$ cat config.mk
export PLATFORM = sky130hd
export DESIGN_NAME = fetch_stage_flat
export DESIGN_NICKNAME = d
export VERILOG_FILES = /design/src/rtl/pipeline_pkg.sv /design/src/rtl/fetch_stage_if.sv /design/src/rtl/if_id_reg.sv /design/src/rtl/fetch_stage.sv /design/src/flat_wrapper.sv
export SDC_FILE = /design/constraint.sdc
export NUM_CORES = 1
export LEC_CHECK = 0
export CORE_MARGIN = 3
export CORE_UTILIZATION = 45
export DETAILED_ROUTE_END_ITERATION = 7
export PLACE_DENSITY = 0.8
export REMOVE_ABC_BUFFERS = 1
export SLEW_MARGIN = 0
export SYNTH_ARGS = -nofsm -noshare
export SYNTH_HDL_FRONTEND = slang
export SYNTH_HIERARCHICAL = 1
export SYNTH_SLANG_ARGS = --single-unit
$ cat constraint.sdc
create_clock -name clk -period 2.2 [get_ports clk]
set_input_delay 0.33 -clock clk [delete_from_list [all_inputs] [get_ports clk]]
set_output_delay 0.33 -clock clk [all_outputs]
set_load 0.03 [all_outputs]
$ cat src/rtl/pipeline_pkg.sv
// Shared pipeline definitions: bubble encoding, opcodes and small decode helpers
// used by the fetch, decode and stall-control stages.
package pipeline_pkg;

  localparam logic [31:0] NOP_INSTR = 32'hFC00_0000;

  localparam logic [5:0] OP_RTYPE = 6'b000000;
  localparam logic [5:0] OP_J     = 6'b000010;
  localparam logic [5:0] OP_BEQ   = 6'b000100;
  localparam logic [5:0] OP_BNE   = 6'b000101;
  localparam logic [5:0] OP_NOP   = 6'b111111;

  localparam logic [15:0] CNT_MAX = 16'hFFFF;

  typedef enum logic [1:0] {
    PC_SEL_BRANCH = 2'd0,
    PC_SEL_JUMP   = 2'd1,
    PC_SEL_SEQ    = 2'd2,
    PC_SEL_HOLD   = 2'd3
  } pc_sel_e;

  function automatic logic [5:0] opcode_of(input logic [31:0] instr);
    return instr[31:26];
  endfunction

  // Pseudo-direct jump: upper nibble comes from the already-incremented PC.
  function automatic logic [31:0] jump_target(input logic [31:0] pc4,
                                              input logic [31:0] instr);
    return {pc4[31:28], instr[25:0], 2'b00};
  endfunction

  function automatic logic [15:0] sat_inc16(input logic [15:0] value);
    logic [15:0] result;
    if (value == CNT_MAX) begin
      result = value;
    end else begin
      result = value + 16'd1;
    end
    return result;
  endfunction

endpackage

$ cat src/rtl/fetch_stage_if.sv
// Instruction-memory bus between the fetch stage (master) and the memory (slave).
interface fetch_stage_if;

  logic [31:0] imem_addr;
  logic [31:0] imem_rdata;

  modport master (
    output imem_addr,
    input  imem_rdata
  );

  modport slave (
    input  imem_addr,
    output imem_rdata
  );

endinterface

$ cat src/rtl/if_id_reg.sv
// Generic 32+32-bit pipeline register with load enable, synchronous flush to a
// bubble and synchronous active-low reset. Flush takes priority over a hold.
module if_id_reg #(
  parameter logic [31:0] NOP_INSTR = 32'hFC00_0000
) (
  input  logic        clk,
  input  logic        rst_n,
  input  logic        en,
  input  logic        flush,
  input  logic [31:0] in_instr,
  input  logic [31:0] in_pc4,
  output logic [31:0] out_instr,
  output logic [31:0] out_pc4
);

  logic [31:0] instr_d;
  logic [31:0] instr_q;
  logic [31:0] pc4_d;
  logic [31:0] pc4_q;

  // Next-state selection: flush, load or hold.
  always_comb begin
    instr_d = instr_q;
    pc4_d   = pc4_q;
    if (flush) begin
      instr_d = NOP_INSTR;
      pc4_d   = 32'h0000_0000;
    end else if (en) begin
      instr_d = in_instr;
      pc4_d   = in_pc4;
    end else begin
      instr_d = instr_q;
      pc4_d   = pc4_q;
    end
  end

  // Register update with synchronous reset to a bubble.
  always_ff @(posedge clk) begin
    if (!rst_n) begin
      instr_q <= NOP_INSTR;
      pc4_q   <= 32'h0000_0000;
    end else begin
      instr_q <= instr_d;
      pc4_q   <= pc4_d;
    end
  end

  assign out_instr = instr_q;
  assign out_pc4   = pc4_q;

endmodule

$ cat src/rtl/fetch_stage.sv
// Instruction-fetch stage: PC register, next-PC selection (branch / jump /
// sequential / hold), IF/ID pipeline register and saturating event counters.
module fetch_stage
  import pipeline_pkg::*;
#(
  parameter logic [31:0] RESET_PC  = 32'h0000_0000,
  parameter logic [31:0] NOP_INSTR = pipeline_pkg::NOP_INSTR
) (
  input  logic                 clk,
  input  logic                 rst_n,
  input  logic                 pcenable,
  input  logic                 idifenable,
  input  logic                 ifidNOP,
  input  logic                 branch_taken,
  input  logic [31:0]          branch_target,
  fetch_stage_if.master        imem,
  output logic [31:0]          instructionFetch,
  output logic [31:0]          if_id_instr,
  output logic [31:0]          if_id_pc4,
  output logic [15:0]          stall_cnt,
  output logic [15:0]          flush_cnt
);

  logic [31:0] pc_d;
  logic [31:0] pc_q;
  logic [31:0] pc4_s;
  logic [31:0] jtgt_s;
  logic [31:0] instr_s;
  logic        fetch_is_j_s;
  logic        ifid_flush_s;
  pc_sel_e     pc_sel_s;
  logic [15:0] stall_cnt_d;
  logic [15:0] stall_cnt_q;
  logic [15:0] flush_cnt_d;
  logic [15:0] flush_cnt_q;

  assign instr_s          = imem.imem_rdata;
  assign imem.imem_addr   = pc_q;
  assign instructionFetch = instr_s;

  assign pc4_s        = pc_q + 32'd4;
  assign jtgt_s       = jump_target(pc4_s, instr_s);
  assign fetch_is_j_s = (opcode_of(instr_s) == OP_J);
  assign ifid_flush_s = branch_taken | ifidNOP;

  // Next-PC source in priority order; a taken branch overrides a stall.
  always_comb begin
    pc_sel_s = PC_SEL_HOLD;
    if (branch_taken) begin
      pc_sel_s = PC_SEL_BRANCH;
    end else if (pcenable && fetch_is_j_s) begin
      pc_sel_s = PC_SEL_JUMP;
    end else if (pcenable) begin
      pc_sel_s = PC_SEL_SEQ;
    end else begin
      pc_sel_s = PC_SEL_HOLD;
    end
  end

  // Next-PC mux; branch targets are word-aligned by clearing the low bits.
  always_comb begin
    pc_d = pc_q;
    case (pc_sel_s)
      PC_SEL_BRANCH: pc_d = {branch_target[31:2], 2'b00};
      PC_SEL_JUMP:   pc_d = jtgt_s;
      PC_SEL_SEQ:    pc_d = pc4_s;
      PC_SEL_HOLD:   pc_d = pc_q;
      default:       pc_d = pc_q;
    endcase
  end

  // Saturating counters: a branch cycle is a flush, never a stall.
  always_comb begin
    stall_cnt_d = stall_cnt_q;
    flush_cnt_d = flush_cnt_q;
    if (branch_taken) begin
      flush_cnt_d = sat_inc16(flush_cnt_q);
    end else if (!pcenable) begin
      stall_cnt_d = sat_inc16(stall_cnt_q);
    end else begin
      stall_cnt_d = stall_cnt_q;
      flush_cnt_d = flush_cnt_q;
    end
  end

  // PC and counter registers with synchronous active-low reset.
  always_ff @(posedge clk) begin
    if (!rst_n) begin
      pc_q        <= RESET_PC;
      stall_cnt_q <= 16'h0000;
      flush_cnt_q <= 16'h0000;
    end else begin
      pc_q        <= pc_d;
      stall_cnt_q <= stall_cnt_d;
      flush_cnt_q <= flush_cnt_d;
    end
  end

  assign stall_cnt = stall_cnt_q;
  assign flush_cnt = flush_cnt_q;

  if_id_reg #(
    .NOP_INSTR (NOP_INSTR)
  ) u_if_id (
    .clk       (clk),
    .rst_n     (rst_n),
    .en        (idifenable),
    .flush     (ifid_flush_s),
    .in_instr  (instr_s),
    .in_pc4    (pc4_s),
    .out_instr (if_id_instr),
    .out_pc4   (if_id_pc4)
  );

endmodule

$ cat src/flat_wrapper.sv
// flat-port wrapper written by rule: the top's interface ports become plain ports
module fetch_stage_flat import pipeline_pkg::*;
#(
  parameter logic [31:0] RESET_PC  = 32'h0000_0000,
  parameter logic [31:0] NOP_INSTR = pipeline_pkg::NOP_INSTR
)
  (clk, rst_n, pcenable, idifenable, ifidNOP, branch_taken, branch_target, instructionFetch, if_id_instr, if_id_pc4, stall_cnt, flush_cnt, imem_imem_addr, imem_imem_rdata);
  fetch_stage_if imem_i ();
  input  logic clk;
  input  logic rst_n;
  input  logic pcenable;
  input  logic idifenable;
  input  logic ifidNOP;
  input  logic branch_taken;
  input  logic [31:0] branch_target;
  output logic [31:0] instructionFetch;
  output logic [31:0] if_id_instr;
  output logic [31:0] if_id_pc4;
  output logic [15:0] stall_cnt;
  output logic [15:0] flush_cnt;
  output wire logic [$bits(imem_i.imem_addr)-1:0] imem_imem_addr;
  input wire logic [$bits(imem_i.imem_rdata)-1:0] imem_imem_rdata;
  assign imem_imem_addr = imem_i.imem_addr;
  assign imem_i.imem_rdata = imem_imem_rdata;
  fetch_stage #(.RESET_PC(RESET_PC), .NOP_INSTR(NOP_INSTR)) u_core (.clk(clk), .rst_n(rst_n), .pcenable(pcenable), .idifenable(idifenable), .ifidNOP(ifidNOP), .branch_taken(branch_taken), .branch_target(branch_target), .imem(imem_i), .instructionFetch(instructionFetch), .if_id_instr(if_id_instr), .if_id_pc4(if_id_pc4), .stall_cnt(stall_cnt), .flush_cnt(flush_cnt));
endmodule
# Word-level counts from Yosys, hierarchy flattened
# Index checks and enable logic that the tools add are counted.
[classes]
mux = 4
n_addsub = 3
reduce_logical = 5
n_eq_ne = 6
n_bitwise = 6
[op_table]
columns = ["operator", "n"]
rows = [
  ["$pmux 32 s3", 1],
  ["$add 16x1->16 const B", 2],
  ["$add 32x3->32 const B", 1],
  ["$eq 16x16->1 const B", 2],
  ["$eq 6x2->1 const B", 1],
  ["$not 1->1", 5],
  ["$eq 2x2->1 const B", 2],
  ["$mux 2", 2],
  ["$reduce_and 3->1", 1],
  ["$eq 2x1->1 const B", 1],
  ["$logic_not 2->1", 1],
  ["$reduce_and 2->1", 1],
  ["$reduce_or 2->1", 1],
  ["$logic_and 1x1->1", 1],
  ["$mux 1", 1],
  ["$or 1x1->1", 1],
]
[word_totals]
wordCells = 29
ff_bits = 128

# Longest topological paths before layout
# Gate-level depths: netlist (run 1).
[logic_depth]
ltp_word = 6
ltp_mapped = 8
ltp_nobuf = 8

# Hierarchy
# The synthesis (run 1) kept the hierarchy.
[by_module_without_submodules]
columns = ["mod", "cells_per_inst", "area_each_um2", "instances"]
rows = [
  ["fetch_stage", 534, 4107.7, 1],
  ["if_id_reg", 207, 2312.2, 1],
]

# Least setup slack after synthesis (run 1)
# Ideal clock, no wire load.
[synth_path]
kind = "reg2reg"
start = "register u_core.pc_q[12], in the netlist u_core/imem.imem_addr[12]"
end = "register u_core.u_if_id.pc4_q[27], in the netlist u_core/u_if_id/out_pc4[27]"
synth_period_minus_slack_ps = 2067
required_time_ps = 2072
setup_ps = 128
path_stages_with_launch = 9
setup_slack_ps = 133
t_arrival_ps = 1939
path_cell_list = "dfxtp_1 > buf_4 > and3_2 > nand4_4 > or4_4 > nor2_1 > xor2_1 > mux2i_1 > nor2_1"
[synth_via]
elab_chain_len = 1
[synth_lines]
columns = ["element", "line_no", "rtl"]
rows = [
  ["start, declared", "fetch_stage.sv:25", "logic [31:0] pc_q;"],
  ["start signal, assigned", "fetch_stage.sv:93", "pc_q <= pc_d;"],
  ["$add 32x3->32", "fetch_stage.sv:41", "assign pc4_s = pc_q + 32'd4;"],
  ["named net u_core.pc4_s[27]", "fetch_stage.sv:26", "logic [31:0] pc4_s;"],
  ["end signal, assigned", "if_id_reg.sv:44", "pc4_q <= pc4_d;"],
  ["end, declared", "if_id_reg.sv:19", "logic [31:0] pc4_q;"],
]
# The timed path passes the listed nets, and every way through them passes these cells.
# A chain may end at the register's enable or synchronous reset.

# Final worst setup path (run 1)
[layout_path]
start = "register u_core.pc_q[27], in the netlist u_core/imem.imem_addr[27]"
end = "output port imem_imem_addr[27]"
[layout_rtl]
columns = ["element", "line_no", "rtl"]
rows = [
  ["end, declared", "flat_wrapper.sv:21", "output wire logic [$bits(imem_i.imem_addr)-1:0] imem_imem_addr;"],
]
# No word-level cell between the ends.

==> results.toml, run 1 <==
[timing]
period_share_pct = 91.7
fin_crit_ns = 2.02
worst_pin_slew_ns = 1.10
setup_violations = 0
slew_violations = 0
hold_viol_final = 0
fmax_ghz = 0.495
slew_headroom_pct = 26.5
holdWs_ns = 0.416
rsz0062_at_grt = "false"
clock_skew_ns = 0.00809

[placed_design]
gp_congestion = 0.860
placed_area_sq_mm = 0.00881
portBuffers = 225
hpwl_mm = 14.4

[clock_tree]
cts_buffers = 17
cts_setup_buffers = 0
cts_buffer_depth = 2
cts.clk_slew.worst_paths_ns = 0.05
holdBufCountCts = 0
clock_latency_ns = 0.42
cts_tree = "done"
ctsHtreeMaxLevel = 4
clock_sinks = 126
cts.repair.resized = 0
cts_root_buf = "clkbuf_16"

[route]
top_layer = "met4"
vias = 6292
first_iter_violations = 585
drc_errors = 0
via_per_inst = 5.50
drtPass1Iterations = 6
wire_per_inst_microns = 17.4
ant_nets = 0
wirelength_mm = 19.9
routedLengthMet1_mm = 8.46
dr_wl_met3_mm = 1.82
met2_length_mm = 9.23

[logic_synthesis]
yosys.cell_types.count = 60
synthXorXnorAreaFrac_pct = 7.21
ys_warn_count = 6
synth_edf_count = 0
synth_compound_area_share_pct = 11.2
synthAdderAreaFrac_pct = 0.585
synth_top_flop_cell = "dfxtp_1"
synth-async-reset-ratio_pct = 0
ys_ff_latch = 126
synthCells = 741
synth_area_sq_mm = 0.00642
synth_top_area_cell = "dfxtp_1"
synth.area.mux_share_pct = 10.7
synth_top_family_by_area = "simple AND/OR/NAND/NOR gates"
yosysSeqAreaShare_pct = 39.3
synthSimpleGateAreaFrac_pct = 22.3
synthTopCellsByArea = "dfxtp_1 (39%), mux2i_1 (10%), nor2_1 (6.1%)"
synth_top_area_share_pct = 39.3
syn_area_per_cell_sq_um = 8.66

[hold_path]
min_path_type = "primary input to register"
whs_endpoint = "u_core/u_if_id/out_pc4[1]"
hold_depth = 3
min_from = "idifenable"

[die]
rows = 43
initial_utilization_pct = 46.1
die-area_sq_mm = 0.0157
die_h_microns = 125
pin_count = 230
die-width_microns = 125
core_area_sq_mm = 0.0139

[global_route]
grtUsageTotal_pct = 25.0
antenna_found_initial = 0
overflow = 0
grt_max_degree = 52
grt_pass1_vias = 6094
grt_pass1_wl_mm = 31.9

[critical_path]
reg2regPathDepth = 7
path_max_fanout = 11
end_kind = "primary output"
worstPathCellList = "clkdlybuf4s50_1"
crit_path_start_kind = "register"
critPathBufInv = 1
critPathRequiredTime_ns = 1.87
worstReg2RegStart = "u_core/imem.imem_addr[16]"
r2r_slack_ns = 0.19
path_class = "register to primary output"
slowest_delay_ns = 0.75
slowest_stage = "clkdlybuf4s50_1"
path_delay_family = "buffers and inverters"
regToRegEndpoint = "u_core/u_if_id/out_pc4[27]"
arrival_ns = 1.69

[power_and_ir_drop]
leakage_nw = 3.64
power.density_mw_per_mm2 = 657
vdd_ir_drop_max_mv = 0.580

[layout]
diodes = 0
finalInstanceArea_sq_mm = 0.00938
syn_to_final_growth_pct = 46.1
nets = 1027
drive_gt1_share_pct = 10.6

[outcome]
status = "finished clean"

[job]
max-cap-violations = 0
layout by cell type, fill, tap and decap left out, types with 5 or more instances in the layout:
| cell | count |
|---|---|
| a21oi_1 | 42 |
| a31o_2 | 12 |
| a31oi_1 | 6 |
| and3_1 | 14 |
| and4_1 | 7 |
| buf_12 | 7 |
| buf_4 | 37 |
| clkbuf_16 | 17 |
| clkdlybuf4s50_1 | 223 |
| dfxtp_1 | 126 |
| inv_1 | 12 |
| mux2i_1 | 67 |
| nand2_1 | 40 |
| nand3_1 | 43 |
| nand4_1 | 16 |
| nor2_1 | 104 |
| nor3_1 | 23 |
| nor4_1 | 8 |
| o21ai_0 | 31 |
| o221ai_1 | 5 |
| xnor2_1 | 30 |
| xor2_1 | 21 |
metal layers:
layer	global-route usage, %	vias up
met1	31.6	2953
met4	9.25	0
met3	8.37	31
met5	0	-
li1	-	3016
met2	39.7	292
synth_stat cells, drive strengths merged (2+ instances only):
library cell / n
a211oi: 2
a21o: 2
a21oi: 43
a22oi: 2
a2bb2oi: 2
a311oi: 2
a31o: 12
a31oi: 6
and2: 4
and3: 15
and4: 8
buf: 50
clkbuf: 27
dfxtp: 126
ha: 3
inv: 12
mux2i: 67
nand2: 40
nand2b: 4
nand3: 43
nand4: 18
nor2: 104
nor2b: 2
nor3: 23
nor4: 10
nor4b: 3
o21ai: 31
o221ai: 5
o22ai: 3
o31ai: 2
or2: 3
xnor2: 31
xor2: 21
logic make-up after synthesis:
group / count (synthesis)
DFF: 126
buffers and inverters: 90
AOI/OAI and AO/OA: 118
other: 1
and+or+nand+nor: 283
xor gates and xnor gates: 52
adders and majority gates: 3
muxes: 68
sequential cells by signal, indices dropped and copies added (netlist names):
register,flops
u_core/u_if_id/out_instr,32
u_core/stall_cnt,16
u_core/imem.imem_addr,30
u_core/u_if_id/out_pc4,32
u_core/flush_cnt,16
final cells by class:
class                      instances  area [sq um]
fill                            1154          4560
multi-input combinational        528          3360
timing repair buffer             268          2660
sequential                       126          2520
clock buffer                      22           484
tap                              180           225
clock inverter                     7          87.6
inverter                          13          48.8
how the worst max path moves through the flow:
| stage | startpoint | slack [ns] | cells past startpoint | endpoint |
|---|---|---|---|---|
| 4_1_cts | u_core/imem.imem_addr[18] | 0.18 | 1 | imem_imem_addr[18] |
| 2_1_floorplan | u_core/imem.imem_addr[12] | 0.11 | 7 | u_core/u_if_id/out_pc4[27] |
| 3_5_place_dp | imem_imem_rdata[26] | -0.02 | 8 | u_core/imem.imem_addr[13] |
| 3_3_place_gp | imem_imem_rdata[26] | 0.02 | 8 | u_core/imem.imem_addr[13] |
| 5_1_grt | u_core/imem.imem_addr[16] | 0.03 | 7 | u_core/u_if_id/out_pc4[27] |
| 6_report | u_core/imem.imem_addr[27] | 0.18 | 1 | imem_imem_addr[27] |
stage by stage:
step / instances / setup slack, ns / total power (W) / utilization (%) / setup TNS, ns
global route: 1144 / 0.0262 / 0.00638 / 67.3 / 0
finish: 1144 / 0.182 / 0.00616 / 67.3 / 0
global placement: 1115 / 0.0159 / 0.00347 / 63.2 / 0
floorplan: 667 / 0.108 / 0.00286 / - / 0
detailed placement: 1115 / -0.0155 / 0.00348 / 63.2 / -0.0198
CTS: 1144 / 0.175 / 0.00620 / 67.3 / 0
power by group:
part	total (W)	internal (W)	switching, W
sequential	0.00243	0.00235	0.0000784
combinational	0.00101	0.000465	0.000544
clock	0.00273	0.00176	0.000968
(Power assumes the default switching activity.)
==> run 2: changes to the inputs <==
- TNS_END_PERCENT: not set -> 20
==> results of run 2 <==
Final layout, timing and power as in run 1 (identical DEF).
